## config.mk

```make
export PLATFORM = sky130hd
export DESIGN_NAME = rp_output_capture
export DESIGN_NICKNAME = d
export VERILOG_FILES = /design/src/rtl/rp_capture_pkg.sv /design/src/rtl/rp_settle_timer.sv /design/src/rtl/rp_output_capture.sv
export SDC_FILE = /design/constraint.sdc
export NUM_CORES = 1
export LEC_CHECK = 0
export ABC_AREA = 1
export CAP_MARGIN = 20
export CORE_MARGIN = 3
export CORE_UTILIZATION = 45
export CTS_CLUSTER_DIAMETER = 80
export CTS_CLUSTER_SIZE = 20
export DETAILED_ROUTE_END_ITERATION = 6
export PLACE_DENSITY = 0.85
export RECOVER_POWER = 100
export SYNTH_ARGS = -nofsm -noshare
export SYNTH_HDL_FRONTEND = slang
export SYNTH_SLANG_ARGS = --single-unit
```

## constraint.sdc

```tcl
create_clock -name gclk -period 3.65 [get_ports gclk]
set_clock_uncertainty 0.2 [all_clocks]
set_input_delay 0.73 -clock gclk [delete_from_list [all_inputs] [get_ports gclk]]
set_output_delay 0.73 -clock gclk [all_outputs]
set_load 0.005 [all_outputs]
```

## src/rtl/rp_capture_pkg.sv

```systemverilog
// Shared definitions for the RP output capture/isolation stage.
//   cap_state_t    : coupling state of the capture stage
//   settle_cnt_w() : settle counter width for a given settle interval
//   RECONFIG_CNT_W : width of the completed-episode counter
package rp_capture_pkg;

   typedef enum logic [1:0] {
      COUPLED   = 2'd0,
      DECOUPLED = 2'd1,
      SETTLE    = 2'd2
   } cap_state_t;

   localparam int RECONFIG_CNT_W = 8;

   // ceil(log2(settle_cycles+1)), never less than one bit
   function automatic int settle_cnt_w(input int settle_cycles);
      int w;
      w = $clog2(settle_cycles + 1);
      if (w < 1) w = 1;
      return w;
   endfunction

endpackage

```

## src/rtl/rp_settle_timer.sv

```systemverilog
// Settle interval down-counter.
//   gclk  : clock
//   rst   : synchronous active-high reset (count -> 0)
//   load  : load SETTLE_CYCLES-1
//   clear : force count to 0 (takes priority over load)
//   dec   : decrement; the count never wraps below zero
//   zero  : count is zero
module rp_settle_timer
   import rp_capture_pkg::*;
#(
   parameter int SETTLE_CYCLES = 16
) (
   input  logic gclk,
   input  logic rst,
   input  logic load,
   input  logic clear,
   input  logic dec,
   output logic zero
);

   localparam int CNT_W = settle_cnt_w(SETTLE_CYCLES);
   localparam logic [CNT_W-1:0] LOAD_VAL =
      (SETTLE_CYCLES > 0) ? CNT_W'(SETTLE_CYCLES - 1) : '0;

   logic [CNT_W-1:0] cnt;

   always_ff @(posedge gclk) begin
      if (rst)
         cnt <= '0;
      else if (clear)
         cnt <= '0;
      else if (load)
         cnt <= LOAD_VAL;
      else if (dec && (cnt != '0))
         cnt <= cnt - 1'b1;
   end

   assign zero = (cnt == '0);

endmodule

```

## src/rtl/rp_output_capture.sv

```systemverilog
// Static-side capture and isolation of reconfigurable-partition outputs.
//
// state     | meaning
// ----------|-------------------------------------------------------------
// COUPLED   | enabled channels register rp_data every cycle
// DECOUPLED | RP isolated; outputs hold (or SAFE_VALUE); waiting for req low
// SETTLE    | still isolated; settle timer runs down before re-coupling
//
// Ports:
//   gclk, rst       : clock, synchronous active-high reset
//   decouple_req    : level isolation request from the reconfig controller
//   ch_en           : per-channel capture enable (COUPLED only)
//   rp_data         : RP outputs, channel i at [i*CH_W +: CH_W]
//   out_data        : registered outputs to static logic
//   decouple_ack    : high while isolated (DECOUPLED or SETTLE)
//   reconfig_count  : saturating count of completed decouple episodes
module rp_output_capture
   import rp_capture_pkg::*;
#(
   parameter int              NUM_CH        = 2,
   parameter int              CH_W          = 4,
   parameter int              SETTLE_CYCLES = 16,
   parameter int              HOLD_MODE     = 1,
   parameter logic [CH_W-1:0] SAFE_VALUE    = '0
) (
   input  logic                      gclk,
   input  logic                      rst,
   input  logic                      decouple_req,
   input  logic [NUM_CH-1:0]         ch_en,
   input  logic [NUM_CH*CH_W-1:0]    rp_data,
   output logic [NUM_CH*CH_W-1:0]    out_data,
   output logic                      decouple_ack,
   output logic [RECONFIG_CNT_W-1:0] reconfig_count
);

   cap_state_t state, state_nxt;
   logic       t_load, t_clear, t_dec, t_zero;
   logic       recouple;
   logic       capture_go;
   logic       safe_load;
   logic [NUM_CH*CH_W-1:0] out_nxt;

   rp_settle_timer #(
      .SETTLE_CYCLES (SETTLE_CYCLES)
   ) u_settle_timer (
      .gclk  (gclk),
      .rst   (rst),
      .load  (t_load),
      .clear (t_clear),
      .dec   (t_dec),
      .zero  (t_zero)
   );

   always_ff @(posedge gclk) begin
      if (rst)
         state <= COUPLED;
      else
         state <= state_nxt;
   end

   always_comb begin
      state_nxt = state;
      t_load    = 1'b0;
      t_clear   = 1'b0;
      t_dec     = 1'b0;
      recouple  = 1'b0;
      case (state)
         COUPLED: begin
            if (decouple_req)
               state_nxt = DECOUPLED;
         end
         DECOUPLED: begin
            if (!decouple_req) begin
               if (SETTLE_CYCLES == 0) begin
                  state_nxt = COUPLED;
                  recouple  = 1'b1;
               end else begin
                  state_nxt = SETTLE;
                  t_load    = 1'b1;
               end
            end
         end
         SETTLE: begin
            // A new request restarts the whole settle interval later on.
            if (decouple_req) begin
               state_nxt = DECOUPLED;
               t_clear   = 1'b1;
            end else if (t_zero) begin
               state_nxt = COUPLED;
               recouple  = 1'b1;
            end else begin
               t_dec = 1'b1;
            end
         end
         default: state_nxt = COUPLED;
      endcase
   end

   // The request edge itself must not capture: isolation is effective at
   // the same edge that moves the state to DECOUPLED.
   assign capture_go = (state == COUPLED) && !decouple_req;
   assign safe_load  = (state == COUPLED) && decouple_req && (HOLD_MODE == 0);

   for (genvar i = 0; i < NUM_CH; i++) begin : g_ch
      assign out_nxt[i*CH_W +: CH_W] =
         safe_load                ? SAFE_VALUE :
         (capture_go && ch_en[i]) ? rp_data[i*CH_W +: CH_W] :
                                    out_data[i*CH_W +: CH_W];
   end

   always_ff @(posedge gclk) begin
      if (rst)
         out_data <= '0;
      else
         out_data <= out_nxt;
   end

   always_ff @(posedge gclk) begin
      if (rst)
         reconfig_count <= '0;
      else if (recouple && (reconfig_count != '1))
         reconfig_count <= reconfig_count + 1'b1;
   end

   assign decouple_ack = (state != COUPLED);

endmodule
```

==> flow_summary.rst, run 1 <==
.. list-table::
   :header-rows: 1

   * - Metric
     - Value
   * - Worst-path maximum fanout
     - 7
   * - Placer congestion estimate
     - 0.8621
   * - Register area
     - 460.4 sq um
   * - Via count
     - 1198
   * - Leak
     - 0.6915 nW
   * - Fraction of power consumed by sequential logic
     - 60.1%
   * - Clock transition time at the flip-flop clock pins of the worst setup and hold paths
     - 0.12 ns
   * - Mapped Area
     - 1166 sq um
   * - Final Hold Vio Count
     - 0
   * - Multi-input logic area
     - 601.8 sq um
   * - Starting Density
     - 49.84%
   * - Fin. max-slew vios
     - 0
   * - # hold bufs at CTS
     - 0
   * - Total power consumption of the routed design
     - 0.4395 mW
   * - Power density cells
     - 293.0 nW/um^2
   * - Row count
     - 17
   * - Number of register bits inferred by synthesis
     - 23
   * - Switch share
     - 24.46%
   * - Met3 capacity usage during global routing
     - 3.218%
   * - Die width
     - 56.91 um
   * - Post-synthesis cell type count
     - 21
   * - Number of top-level design ports
     - 30
   * - Number of cell instances on the worst register-to-register path
     - 9
   * - Combinational share of power
     - 14.4%
   * - Synthesis Warnings
     - 0
   * - Number of buffers on the longest clock path
     - 2
   * - Final setup TNS
     - 0 ns
   * - Number of diodes
     - 0
   * - Overflow left after global routing
     - 0
   * - H-tree level count
     - 1
   * - Total die area
     - 3238 sq um
   * - Clock sink total
     - 23
   * - TritonCTS clock tree
     - built
   * - Average via count per standard cell
     - 5.098
   * - Area of the core region
     - 2340 sq um
   * - Category of the worst setup path launch point
     - primary input
   * - Total setup violations reported at the end of the flow
     - 0
   * - Global-route wire length before repair
     - 4119 um
   * - F_max
     - 0.4081 GHz
   * - Root buffer cell
     - sky130_fd_sc_hd__clkbuf_4
   * - Met2 demand-to-capacity share in global routing
     - 26.10%
   * - Critical setup path kind
     - primary input to flop
   * - Total of max-cap violations
     - 0
   * - Register area share after synthesis
     - 39.48%
   * - Leading area contributor after synthesis
     - sky130_fd_sc_hd__dfxtp_1
   * - Total setup buffers inserted after CTS
     - 0
   * - Vertical die dimension
     - 56.91 um
   * - Avg Inst Size Synth
     - 6.626 sq um
   * - Drc violations
     - 0
   * - Run status
     - completed
   * - Biggest area contributors in the synthesized netlist
     - sky130_fd_sc_hd__dfxtp_1 39%, sky130_fd_sc_hd__nand2_1 17%, sky130_fd_sc_hd__nand3_1 9.9%
   * - Cells traversed along the worst timing path
     - dlygate4sd3_1, inv_1, nand3_1, nor2_1, nand2_4, o21ai_0, nor2_1
   * - Average wire per cell in the routed design
     - 10.56 um
   * - First-pass DRT Iterations
     - 4
   * - Worst path required time
     - 3.66 ns
   * - Proportion of layout cells with a drive suffix above 1
     - 4.831%
   * - Vias in the first global route
     - 1041
   * - Proportion of netlist area held by the largest area contributor
     - 39.48%
   * - Number of gates given a new drive strength after cts
     - 0
   * - Gate Count Post-Synth
     - 176
   * - Number of antenna violations at the first check in global routing
     - 0
   * - Post-place instance area
     - 1484 sq um
   * - Syn nets
     - 191
   * - DR iter-0 viols
     - 28
   * - Maximum single-stage delay on the critical path
     - 0.60 ns
   * - Hold Path Cell Cnt
     - 2
   * - Crit share post-route
     - 67.13%
   * - Crit. End Element
     - flop
   * - Share of power burned in the clock network
     - 25.5%
   * - Combined global-route utilization of all metal layers
     - 15.46%
   * - Fin crit period
     - 2.450 ns
   * - CP Buf/Inv Count
     - 2
   * - Global route hottest layer
     - met2
   * - Arrival time at the worst endpoint
     - 2.46 ns
   * - Final routed wirelength across all metal layers
     - 2481 um
   * - Class of the worst hold path
     - flop to flop
   * - Area of all placed cells without fillers
     - 1500 sq um
   * - Worst slew slack as a fraction of its limit
     - 57.49%
   * - Remaining number of nets flagged by the antenna check after routing
     - 0
   * - Clk Latency, worst-skew pair
     - 0.30 ns
   * - Cell with the largest stage delay on the worst path
     - sky130_fd_sc_hd__dlygate4sd3_1
   * - Area growth from synthesis to layout
     - 28.65%
   * - Slew @ Worst Pin
     - 0.6354 ns
   * - Top Family by Delay on Critical Path
     - simple AND/OR/NAND/NOR gates
   * - Most repeated library cell on the critical path
     - sky130_fd_sc_hd__nor2_1
   * - HPWL after detailed placement
     - 1911 um
   * - Number of buffers inserted during clock tree synthesis
     - 3
   * - Critical Path Stages
     - 7
   * - # port buffers
     - 29
   * - Cell Int Power
     - 0.3320 mW
   * - Switching pwr
     - 0.1075 mW
   * - Nets
     - 223
   * - GR Layer Usage met1
     - 19.00%
   * - Setup repair after global routing missed its margin
     - no
   * - Number of filler instances in the final layout
     - 219
   * - Worst IR Drop VDD
     - 0.2555 mV
   * - Pin count of the biggest net entering global routing
     - 17
==> worst paths after layout <==
check                                    to                               start  slack [ns]
max          reconfig_count[0]$_SDFFE_PP0P_                        decouple_req        1.20
min reg2reg        out_data[2]$_SDFFE_PP0P_            out_data[2]$_SDFFE_PP0P_        0.27
min                out_data[2]$_SDFFE_PP0P_            out_data[2]$_SDFFE_PP0P_        0.27
max reg2reg  reconfig_count[0]$_SDFFE_PP0P_  u_settle_timer.cnt[0]$_SDFFE_PP0P_        1.59
==> cells by family (layout without fill, tap and decap cells) <==
logic type,count (synthesis),in the layout,share of synthesized area [%]
buffers and inverters,25,56,8.047
adders and majority gates,2,2,2.146
xor gates and xnor gates,1,1,0.7512
DFF,23,23,39.48
AOI/OAI and AO/OA,20,20,8.906
and+or+nand+nor,105,105,40.67
==> per-stage QoR <==
| stage | utilization (%) | hold slack, ns | instances | worst slack, ns |
|---|---|---|---|---|
| 6_report | 64.12 | 0.2688 | 235 | 1.200 |
| 5_1_grt | 64.12 | 0.2913 | 235 | 1.095 |
| 4_1_cts | 64.55 | 0.2780 | 235 | 1.289 |
| 3_5_place_dp | 63.42 | 0.2580 | 231 | 1.252 |
| 3_3_place_gp | 63.42 | 0.2471 | 231 | 1.313 |
| 2_1_floorplan | - | 0.2358 | 176 | 2.007 |
==> layer usage <==
| layer | vias to the layer above | share of wire, % | wire length (um) |
|---|---|---|---|
| met5 | - | 0 | 0 |
| met4 | 0 | 0.52 | 13 |
| met3 | 2 | 7.1 | 175 |
| met2 | 32 | 48 | 1187 |
| met1 | 542 | 44 | 1104 |
| li1 | 622 | - | - |
==> power by group through the flow <==
stage / Clock (mW) / Combinational, mW / Sequential (mW)
after global routing: 0.129 / 0.0706 / 0.265
after CTS: 0.117 / 0.0675 / 0.264
after global placement: 0 / 0.0651 / 0.270
after detailed placement: 0 / 0.0668 / 0.270
after floorplan: 0 / 0.0360 / 0.270
final: 0.112 / 0.0633 / 0.264
==> layout make-up <==
class / instances / share of cell area, %
flip-flops and latches: 23 / 30.69
well taps: 28 / 2.335
multi-input cells: 128 / 40.12
inverters: 23 / 5.755
clock buffers: 4 / 1.751
repair buffers: 29 / 19.35
==> cells in the mapped netlist, drive strengths merged <==
library cell / n
nand3: 25
a31oi: 1
a21oi: 14
xor2: 1
nand3b: 1
a211oi: 1
dfxtp: 23
nor2: 22
clkbuf: 2
inv: 23
o21ai: 4
ha: 2
nand2: 56
nand4: 1
==> worst register-to-register path: stages, from the launching register on <==
cell                      delay (ns)
sky130_fd_sc_hd__dfxtp_1        0.33
sky130_fd_sc_hd__inv_1          0.11
sky130_fd_sc_hd__ha_1           0.20
sky130_fd_sc_hd__inv_1          0.08
sky130_fd_sc_hd__nor2_4         0.12
sky130_fd_sc_hd__nand2_2        0.07
sky130_fd_sc_hd__nor2_1         0.49
sky130_fd_sc_hd__nand2_4        0.13
sky130_fd_sc_hd__o21ai_0        0.18
sky130_fd_sc_hd__nor2_1         0.05
==> state kept, by name (all words and copies together) (netlist names) <==
name / flops
u_settle_timer.cnt: 5
reconfig_count: 8
state: 2
out_data: 8
==> cells in the final DEF, fill, tap and decap left out <==
| cell | netlist | final |
|---|---|---|
| sky130_fd_sc_hd__nand3_1 | 23 | 23 |
| sky130_fd_sc_hd__clkbuf_4 | 0 | 3 |
| sky130_fd_sc_hd__a31oi_1 | 1 | 1 |
| sky130_fd_sc_hd__dfxtp_1 | 23 | 23 |
| sky130_fd_sc_hd__a211oi_1 | 1 | 1 |
| sky130_fd_sc_hd__o21ai_0 | 2 | 4 |
| sky130_fd_sc_hd__clkdlybuf4s50_1 | 0 | 10 |
| sky130_fd_sc_hd__a21oi_1 | 14 | 14 |
| sky130_fd_sc_hd__nand3b_1 | 1 | 1 |
| sky130_fd_sc_hd__nand2_4 | 1 | 1 |
| sky130_fd_sc_hd__nand3_2 | 2 | 2 |
| sky130_fd_sc_hd__ha_1 | 2 | 2 |
| sky130_fd_sc_hd__inv_1 | 22 | 23 |
| sky130_fd_sc_hd__nor2_1 | 19 | 21 |
| sky130_fd_sc_hd__nand4_1 | 1 | 1 |
| sky130_fd_sc_hd__clkbuf_1 | 2 | 1 |
| sky130_fd_sc_hd__nand2_2 | 3 | 3 |
| sky130_fd_sc_hd__xor2_1 | 1 | 1 |
| sky130_fd_sc_hd__nand2_1 | 52 | 52 |
| sky130_fd_sc_hd__nor2_4 | 2 | 1 |
| sky130_fd_sc_hd__dlygate4sd3_1 | 0 | 19 |
(Power assumes the default switching activity.)
==> run 2, diff against run 1 <==
==> constraint.sdc (replaced) <==
create_clock -name gclk -period 2.4 [get_ports gclk]
set_clock_uncertainty 0.2 [all_clocks]
set_input_delay 0.48 -clock gclk [delete_from_list [all_inputs] [get_ports gclk]]
set_output_delay 0.48 -clock gclk [all_outputs]
set_load 0.005 [all_outputs]
==> flow_summary.rst, run 2 (same netlist as run 1, synthesis figures left out) <==
.. list-table::
   :header-rows: 1

   * - Metric
     - Value
   * - Run status
     - completed
   * - Clock sink total
     - 23
   * - Post-Place Cells
     - 232
   * - Overflow left after global routing
     - 0
   * - Commonest cells after routing, fill and taps aside
     - 53 x sky130_fd_sc_hd__nand2_1, 23 x sky130_fd_sc_hd__inv_1, 23 x sky130_fd_sc_hd__nand3_1, 23 x sky130_fd_sc_hd__dfxtp_1, 21 x sky130_fd_sc_hd__nor2_1
   * - Crit share post-route
     - 88.24%
   * - Final routed wirelength across all metal layers
     - 2629 um
   * - First-pass DRT Iterations
     - 4
   * - Root buffer cell
     - sky130_fd_sc_hd__clkbuf_4
   * - Clk Latency, worst-skew pair
     - 0.30 ns
   * - Area of the core region
     - 2340 sq um
   * - Highest Signal Layer
     - met3
   * - Met1 wire length
     - 1193 um
   * - Row count
     - 17
   * - Clock transition time at the flip-flop clock pins of the worst setup and hold paths
     - 0.12 ns
   * - Maximum single-stage delay on the critical path
     - 0.59 ns
   * - CP Buf/Inv Count
     - 2
   * - Remaining number of nets flagged by the antenna check after routing
     - 0
   * - Largest registers in the final layout
     - out_data (8), reconfig_count (8), u_settle_timer.cnt (5)
   * - Number of antenna violations at the first check in global routing
     - 0
   * - Drc violations
     - 0
   * - Post-place instance area
     - 1491 sq um
   * - Die width
     - 56.91 um
   * - Most frequent standard cell in the layout excluding fill and tap cells
     - sky130_fd_sc_hd__nand2_1
   * - Combined global-route utilization of all metal layers
     - 16.24%
   * - Average wire per cell in the routed design
     - 11.14 um
   * - Area of all placed cells without fillers
     - 1503 sq um
   * - Leak
     - 0.6946 nW
   * - Final setup TNS
     - 0 ns
   * - Category of the worst setup path launch point
     - primary input
   * - Crit. End Element
     - flop
   * - DR iter-0 viols
     - 54
   * - Total of max-cap violations
     - 0
   * - # hold bufs at CTS
     - 0
   * - Nets
     - 224
   * - Total setup violations reported at the end of the flow
     - 0
   * - Routed length on met3
     - 169 um
   * - Class of the worst hold path
     - flop to flop
   * - Total die area
     - 3238 sq um
   * - Global-route wire length before repair
     - 4402 um
   * - TritonCTS clock tree
     - built
   * - Area growth from synthesis to layout
     - 28.86%
   * - H-tree level count
     - 1
   * - Placer congestion estimate
     - 0.8825
   * - Number of top-level design ports
     - 30
   * - Cells traversed along the worst timing path
     - dlygate4sd3_1, inv_1, nand3_1, nor2_1, nand2_4, o21ai_0, nor2_1
   * - Pin count of the biggest net entering global routing
     - 16
   * - Starting Density
     - 49.84%
   * - Wire length on met2
     - 1266 um
   * - End-of-flow core utilization
     - 64.22%
   * - Worst IR Drop VDD
     - 0.4741 mV
   * - Arrival time at the worst endpoint
     - 2.13 ns
   * - Worst slew slack as a fraction of its limit
     - 55.27%
   * - Setup repair after global routing missed its margin
     - no
   * - Critical setup path kind
     - primary input to flop
   * - Total setup buffers inserted after CTS
     - 0
   * - Number of gates given a new drive strength after cts
     - 0
   * - Top Family by Delay on Critical Path
     - simple AND/OR/NAND/NOR gates
   * - HPWL after detailed placement
     - 2086 um
   * - Number of buffers on the longest clock path
     - 2
   * - Average via count per standard cell
     - 5.102
   * - Worst-path maximum fanout
     - 7
   * - F_max
     - 0.4722 GHz
   * - Via count
     - 1204
   * - Proportion of layout cells with a drive suffix above 1
     - 4.808%
   * - Fin crit period
     - 2.118 ns
   * - Number of buffers inserted during clock tree synthesis
     - 3
   * - Slew @ Worst Pin
     - 0.6710 ns
   * - # port buffers
     - 29
   * - Final cell count without fillers
     - 236
   * - Number of diodes
     - 0
   * - Worst path required time
     - 2.41 ns
   * - Most repeated library cell on the critical path
     - sky130_fd_sc_hd__nor2_1
   * - Vias in the first global route
     - 1121
   * - Final Hold Vio Count
     - 0
   * - Power density cells
     - 448.3 nW/um^2
   * - Fin. max-slew vios
     - 0
   * - Cell with the largest stage delay on the worst path
     - sky130_fd_sc_hd__dlygate4sd3_1
   * - Vertical die dimension
     - 56.91 um
-- run 2: cell count changes in the layout (fill, tap and decap cells not counted) --
cell                       before  now
sky130_fd_sc_hd__clkinv_2       0    1
sky130_fd_sc_hd__nand2_2        3    2
sky130_fd_sc_hd__nand2_1       52   53
-- run 2: report_power, final --
group          switching, mW  internal, mW  total (mW)
Combinational         0.0492        0.0468      0.0960
Clock                  0.114        0.0621       0.176
Sequential           0.00842         0.394       0.402
-- run 2: metal layers --
metal,up-vias,track usage [%]
met5,-,0
met1,537,20.22
li1,629,-
met4,0,3.311
met3,0,4.138
met2,38,28.22
-- run 2: worst register-to-register path: cells and delay by family (launching register included) --
| kind | cells | cell delay, ns |
|---|---|---|
| compound gates | 1 | 0.20 |
| fa+ha+maj | 1 | 0.18 |
| buf+inv | 2 | 0.18 |
| flops | 1 | 0.33 |
| simple gates | 5 | 0.81 |
-- run 2: worst paths after layout --
kind | start | to | slack [ns] | cells past startpoint
max | decouple_req | reconfig_count[1]$_SDFFE_PP0P_ | 0.28 | 7
min reg2reg | out_data[1]$_SDFFE_PP0P_ | out_data[1]$_SDFFE_PP0P_ | 0.27 | 2
max reg2reg | u_settle_timer.cnt[0]$_SDFFE_PP0P_ | reconfig_count[1]$_SDFFE_PP0P_ | 0.41 | 9
min | out_data[1]$_SDFFE_PP0P_ | out_data[1]$_SDFFE_PP0P_ | 0.27 | 2
-- run 2: through the flow --
step                      power, mW  hold WS [ns]  worst slack [ns]
after floorplan              0.4646        0.2358            0.9087
after global placement       0.5105        0.2477            0.4233
after detailed placement     0.5139        0.2577            0.3519
after CTS                    0.6914        0.2787            0.3239
after global routing         0.7079        0.2922            0.1696
final                        0.6737        0.2696            0.2823
-- run 2: cell type report --
cell class / count / area [sq um]
timing repair buffer: 30 / 294.0
sequential: 23 / 460.4
clock inverter: 1 / 5.005
multi-input combinational: 128 / 599.3
tap: 28 / 35.03
fill: 219 / 837.1
inverter: 23 / 86.33
clock buffer: 3 / 22.52
